### src/rtl/pd2th_pdw.sv
// ---------------------------------------------------------------------------
// pd2th_pdw: two-threshold pulse detector emitting one PDW per pulse. Rev 1.0
// ---------------------------------------------------------------------------
`default_nettype none

module pd2th_pdw #(
  parameter int VIDEO_SIZE = 10,
  parameter int TIME_SIZE  = 32,
  parameter int MIN_PW     = 2,
  parameter int MAX_PW     = 4096
) (
  input  logic                  clock_i,
  input  logic                  rst_ni,
  input  logic                  enable_i,
  input  logic [VIDEO_SIZE-1:0] video_i,
  input  logic [VIDEO_SIZE-1:0] threshold1_i,
  input  logic [VIDEO_SIZE-1:0] threshold2_i,
  output logic                  pdw_valid_o,
  input  logic                  pdw_ready_i,
  output logic [TIME_SIZE-1:0]  pdw_toa_o,
  output logic [TIME_SIZE-1:0]  pdw_pw_o,
  output logic [VIDEO_SIZE-1:0] pdw_pa_o,
  output logic [TIME_SIZE-1:0]  pdw_pri_o,
  output logic                  pdw_trunc_o,
  output logic [TIME_SIZE-1:0]  pulse_count_o,
  output logic [TIME_SIZE-1:0]  drop_count_o
);

  localparam logic [TIME_SIZE-1:0] c_min_pw = TIME_SIZE'(MIN_PW);
  localparam logic [TIME_SIZE-1:0] c_max_pw = TIME_SIZE'(MAX_PW);
  localparam logic [TIME_SIZE-1:0] c_one    = TIME_SIZE'(1);

  typedef enum logic [2:0] {
    IDLE   = 3'd0,
    RISE   = 3'd1,
    ACTIVE = 3'd2,
    FALL   = 3'd3,
    HOLD   = 3'd4
  } state_t;

  state_t                state_q, state_d;
  logic [TIME_SIZE-1:0]  time_q;
  logic [TIME_SIZE-1:0]  toa_q, toa_d;
  logic [VIDEO_SIZE-1:0] pa_q, pa_d;
  logic [TIME_SIZE-1:0]  last_toa_q;
  logic                  have_last_q;

  logic                  valid_q;
  logic [TIME_SIZE-1:0]  out_toa_q;
  logic [TIME_SIZE-1:0]  out_pw_q;
  logic [VIDEO_SIZE-1:0] out_pa_q;
  logic [TIME_SIZE-1:0]  out_pri_q;
  logic                  out_trunc_q;
  logic [TIME_SIZE-1:0]  pulse_count_q;
  logic [TIME_SIZE-1:0]  drop_count_q;

  logic                  w_above1;
  logic                  w_above2;
  logic                  w_end;
  logic                  w_timeout;
  logic                  w_load;
  logic                  w_gen;
  logic                  w_gen_trunc;
  logic [TIME_SIZE-1:0]  w_gen_pw;
  logic [TIME_SIZE-1:0]  w_elapsed;
  logic [TIME_SIZE-1:0]  w_pri;
  logic [VIDEO_SIZE-1:0] w_pa_max;

  assign w_above1  = (video_i >= threshold1_i);
  assign w_above2  = (video_i >= threshold2_i);
  // threshold2 wins over threshold1, so a sample only ends a pulse when it clears neither
  assign w_end     = !w_above2 && !w_above1;
  assign w_elapsed = time_q - toa_q;
  assign w_timeout = (w_elapsed == c_max_pw);
  assign w_pa_max  = (video_i > pa_q) ? video_i : pa_q;
  assign w_load    = !valid_q || pdw_ready_i;
  assign w_pri     = have_last_q ? (toa_q - last_toa_q) : '0;

  always_comb begin
    state_d     = state_q;
    toa_d       = toa_q;
    pa_d        = pa_q;
    w_gen       = 1'b0;
    w_gen_trunc = 1'b0;
    w_gen_pw    = w_elapsed;
    if (enable_i) begin
      case (state_q)
        IDLE: begin
          if (w_above2) begin
            state_d = ACTIVE;
            toa_d   = time_q;
            pa_d    = video_i;
          end else if (w_above1) begin
            state_d = RISE;
            toa_d   = time_q;
            pa_d    = video_i;
          end
        end
        RISE: begin
          if (w_above2) begin
            state_d = ACTIVE;
            pa_d    = w_pa_max;
          end else if (!w_above1) begin
            state_d = IDLE;
          end else begin
            pa_d = w_pa_max;
          end
        end
        ACTIVE, FALL: begin
          if (w_end) begin
            state_d = IDLE;
            w_gen   = (w_elapsed >= c_min_pw);
          end else if (w_timeout) begin
            state_d     = HOLD;
            w_gen       = 1'b1;
            w_gen_trunc = 1'b1;
            w_gen_pw    = c_max_pw;
          end else if (w_above2) begin
            state_d = ACTIVE;
            pa_d    = w_pa_max;
          end else begin
            state_d = FALL;
          end
        end
        HOLD: begin
          if (!w_above1) begin
            state_d = IDLE;
          end
        end
        default: begin
          state_d = IDLE;
        end
      endcase
    end
  end

  always_ff @(posedge clock_i or negedge rst_ni) begin
    if (!rst_ni) begin
      state_q       <= IDLE;
      time_q        <= '0;
      toa_q         <= '0;
      pa_q          <= '0;
      last_toa_q    <= '0;
      have_last_q   <= 1'b0;
      valid_q       <= 1'b0;
      out_toa_q     <= '0;
      out_pw_q      <= '0;
      out_pa_q      <= '0;
      out_pri_q     <= '0;
      out_trunc_q   <= 1'b0;
      pulse_count_q <= '0;
      drop_count_q  <= '0;
    end else begin
      if (enable_i) begin
        time_q <= time_q + c_one;
      end
      state_q <= state_d;
      toa_q   <= toa_d;
      pa_q    <= pa_d;
      if (valid_q && pdw_ready_i) begin
        valid_q <= 1'b0;
      end
      // a load on the transfer edge overrides the clear above
      if (w_gen) begin
        pulse_count_q <= pulse_count_q + c_one;
        last_toa_q    <= toa_q;
        have_last_q   <= 1'b1;
        if (w_load) begin
          valid_q     <= 1'b1;
          out_toa_q   <= toa_q;
          out_pw_q    <= w_gen_pw;
          out_pa_q    <= pa_q;
          out_pri_q   <= w_pri;
          out_trunc_q <= w_gen_trunc;
        end else begin
          drop_count_q <= drop_count_q + c_one;
        end
      end
    end
  end

  assign pdw_valid_o   = valid_q;
  assign pdw_toa_o     = out_toa_q;
  assign pdw_pw_o      = out_pw_q;
  assign pdw_pa_o      = out_pa_q;
  assign pdw_pri_o     = out_pri_q;
  assign pdw_trunc_o   = out_trunc_q;
  assign pulse_count_o = pulse_count_q;
  assign drop_count_o  = drop_count_q;

endmodule

`default_nettype wire

### config.mk
export PLATFORM = sky130hd
export DESIGN_NAME = pd2th_pdw
export DESIGN_NICKNAME = d
export VERILOG_FILES = /design/src/rtl/pd2th_pdw.sv
export SDC_FILE = /design/constraint.sdc
export NUM_CORES = 1
export LEC_CHECK = 0
export ABC_AREA = 1
export CORE_MARGIN = 3
export CORE_UTILIZATION = 43
export DETAILED_ROUTE_END_ITERATION = 10
export PLACE_DENSITY = 0.74
export REMOVE_ABC_BUFFERS = 1
export SKIP_CTS_REPAIR_TIMING = 1
export SYNTH_ARGS = -nofsm -noshare
export SYNTH_HDL_FRONTEND = slang
export SYNTH_SLANG_ARGS = --single-unit
### constraint.sdc
create_clock -name clock_i -period 2.7 [get_ports clock_i]
set_input_delay 0.54 -clock clock_i [delete_from_list [all_inputs] [get_ports clock_i]]
set_output_delay 0.54 -clock clock_i [all_outputs]
set_load 0.02 [all_outputs]
==> results.tsv <==
stage	metric	value	unit
sta	max_slew_margin	55.6	%
job	cap_violations	0	
global_route	grt_pass1_vias	18000	
power	ir_worst_vdd	0.000539	V
synthesis	synth_edf_count	0	
die	core_area	42100	um2
routing	via_count	19400	
critical_path	worstPathMaxFanout	14	
clock_network	root_buffer	clkbuf_16	
global_route	antenna_found_initial	0	
clock_network	clkSinkCount	282	
clock_network	cts_tree	built	
routing	drc_errors	0	
layout	fin_nets	3262	
place	dpl_cell_area	22800	um2
min_path	holdPathStages	2	
synthesis	async_flop_share	100	%
synthesis	avgSynthCellArea	6.97	um2
sta	rsz0062_at_grt	yes	
critical_path	worstPathRequired	3.21	ns
synthesis	synth.distinct_cells	44	
synthesis	yosysSeqAreaShare	38.3	%
place	post-place-ws	-0.699	ns
clock_network	cts_buffers	31	
power	p_leak	0.0134	uW
synthesis	synth-seq-cells	282	
layout	multiInputGateArea	11000	um2
routing	drt_iter0_drc	1599	
synthesis	yosysWarnings	0	
routing	postRouteAntennaNets	0	
layout	final_core_util	62.7	%
critical_path	critPathKind	reg2reg	
synthesis	synthFlopType	dfrtp_1	
sta	post-route-period-util	125	%
die	dieArea	45400	um2
sta	maxSlewViolCount	0	
clock_network	cts_max_path_buffers	3	
min_path	hold_path_class	reg2reg	
critical_path	worstPathArrival	3.88	ns
routing	dr.pass1.iters	7	
layout	antenna_cells	0	
global_route	gr-total-overflow	0	
layout	drive_gt1_share	21.6	%
critical_path	r2r_setup_slack	-0.67	ns
sta	worstMarginPinSlew	0.666	ns
sta	fin_crit	3.37	ns
routing	wl_per_cell	17.4	um
synthesis	syn_inst	2648	
run_status	violations	negative setup slack	
die	die-height	213	um
sta	setup_viol	220	
clock_network	cts.clk_slew.worst_paths	0.06	ns
sta	finalClockSkew	0.0139	ns
layout	syn_to_final_growth	43.2	%
routing	via_per_inst	5.26	
layout	seqCellArea	7060	um2
power	p_per_area	1170	nW/um2
clock_network	htree_levels	1	
critical_path	crit_path_end_kind	flop	
layout	fillers	3537	
die	ios	206	
die	die-width	213	um
critical_path	reg2reg_depth	22	
global_route	grt_usage	24.1	%
die	placementRows	75	
sta	final-hold-violation-count	0	
place	routabilityCongestion	0.926	
place	dp_hpwl	43000	um
die	start_util	43.8	%
place	port_buffers	205	
global_route	grt_max_degree	72	
run_status	status	complete, but fails checks	
routing	routed_wl	64200	um
synthesis	synthesis.area	18400	um2
layout	final_area	26400	um2
sta	worst_slack	-0.673	ns
critical_path	cp-start-kind	flop	
power	total_power	30800	uW
sta	clock.fmax	0.297	GHz
global_route	grt_pass1_wl	90000	um
clock_network	clk_latency	0.58	ns
-- cells in the final DEF (no fill, tap or decap), types with 12 or more instances in the layout --
master           netlist  layout
a21oi_1               77      66
buf_12                 0      20
buf_4                  1     253
clkbuf_16              0      52
clkdlybuf4s50_1        0     204
dfrtp_1              282     281
ha_1                  95      68
ha_4                   0      25
inv_1                366     340
inv_2                  2      27
nand2_1              930     777
nand2_2                1     123
nand2_4                0      30
nand3_1              236     214
nand3_2                1      16
nand4_1               34      34
nor2_1               208     174
nor2_2                 2      23
nor2_4                 0      13
nor3_1                56      53
nor4_1                21      20
o21ai_0               94      69
o21ai_1                1      12
o21ai_2                0      14
xnor2_1               35      30
xor2_1                73      73
-- path summary, 6_finish.rpt --
check                              start             to
min                        pdw_pri_o[19]  pdw_pri_o[19]
max in group asynchronous         rst_ni  pdw_toa_o[20]
max                            time_q[0]  pdw_pri_o[25]
min in group asynchronous         rst_ni    pdw_pw_o[0]
max reg2reg                    time_q[0]  pdw_pri_o[25]
min reg2reg                pdw_pri_o[19]  pdw_pri_o[19]
-- layout make-up --
class / count / area share, %
multi-input cells: 1927 / 41.6
flip-flops and latches: 282 / 26.7
repair buffers: 519 / 19.6
inverters: 370 / 5.26
clock buffers: 43 / 3.52
well taps: 539 / 2.55
clock inverters: 13 / 0.659
-- metrics by stage --
| stage | hold slack (ns) | setup TNS, ns | std cells |
|---|---|---|---|
| 2_1_floorplan | 0.244 | -656.08 | 2579 |
| 3_3_place_gp | 0.454 | -117.19 | 3574 |
| 3_5_place_dp | 0.457 | -135.03 | 3574 |
| 4_1_cts | -0.0716 | -127.20 | 3630 |
| 5_1_grt | 0.493 | -159.95 | 3693 |
| 6_report | 0.469 | -123.98 | 3693 |
-- logic make-up (layout without fill, tap and decap cells) --
| group | Yosys count | after routing | share of synthesized area [%] |
|---|---|---|---|
| and+or+nand+nor | 1510 | 1510 | 34.0 |
| adders and majority gates | 97 | 97 | 6.66 |
| buffers and inverters | 439 | 945 | 9.71 |
| AOI/OAI and AO/OA | 212 | 212 | 6.29 |
| xor gates and xnor gates | 108 | 108 | 5.13 |
| DFF | 282 | 282 | 38.3 |
-- synthesized netlist by cell type (all sizes together), types with 6 or more instances --
cell type	count	area share [%]
nand2	931	19
nand3	238	6.6
inv	368	7.5
xor2	73	3.5
clkbuf	30	0.61
a21oi	77	2.1
nor4	21	0.71
o21ai	95	2.6
nor2	210	4.3
xnor2	35	1.7
nor3	57	1.6
a21o	8	0.33
a31oi	7	0.24
ha	95	6.4
and2	7	0.24
nand3b	6	0.24
nand4	34	1.2
buf	39	1.6
dfrtp	282	38
-- routing by layer --
metal | vias up | routed length (um) | global-route usage, % | share of wire, %
met5 | - | 0 | 0 | 0
met1 | 9273 | 27300 | 33.2 | 43
met3 | 162 | 3300 | 2.32 | 5.1
met2 | 650 | 31200 | 39.9 | 49
met4 | 0 | 2440 | 8.35 | 3.8
li1 | 9342 | - | - | -
-- sequential cells by signal, summed over array words and instances, names as in the netlist, 32 cells and up --
| signal | cells |
|---|---|
| drop_count_o | 32 |
| last_toa_q | 32 |
| pdw_pri_o | 32 |
| pdw_pw_o | 32 |
| pdw_toa_o | 32 |
| pulse_count_o | 32 |
| time_q | 32 |
| toa_q | 32 |
-- critical path: stages, from the launching register on --
cell       delay, ns
dfrtp_1         0.40
inv_2           0.08
ha_4            0.17
fa_2            0.38
inv_2           0.08
nand3_2         0.08
nand3_4         0.10
nand2_2         0.09
nand3_4         0.11
xnor2_2         0.19
nand2_1         0.09
nor2_1          0.19
nand2_1         0.11
nor2_1          0.15
buf_4           0.15
nand3_1         0.07
nand2_1         0.08
nand2_2         0.10
nand3_4         0.15
clkbuf_16       0.22
buf_12          0.16
nand2_1         0.07
nand2_1         0.06
-- where the power goes --
| group | leakage (uW) | total, uW | switching [uW] | internal (uW) |
|---|---|---|---|---|
| Sequential | 0.00362 | 6470 | 953 | 5520 |
| Clock | 0.000547 | 4570 | 1800 | 2770 |
| Combinational | 0.00928 | 19700 | 11100 | 8580 |
| Total | 0.0134 | 30800 | 13900 | 16900 |
(Power assumes the default switching activity.)
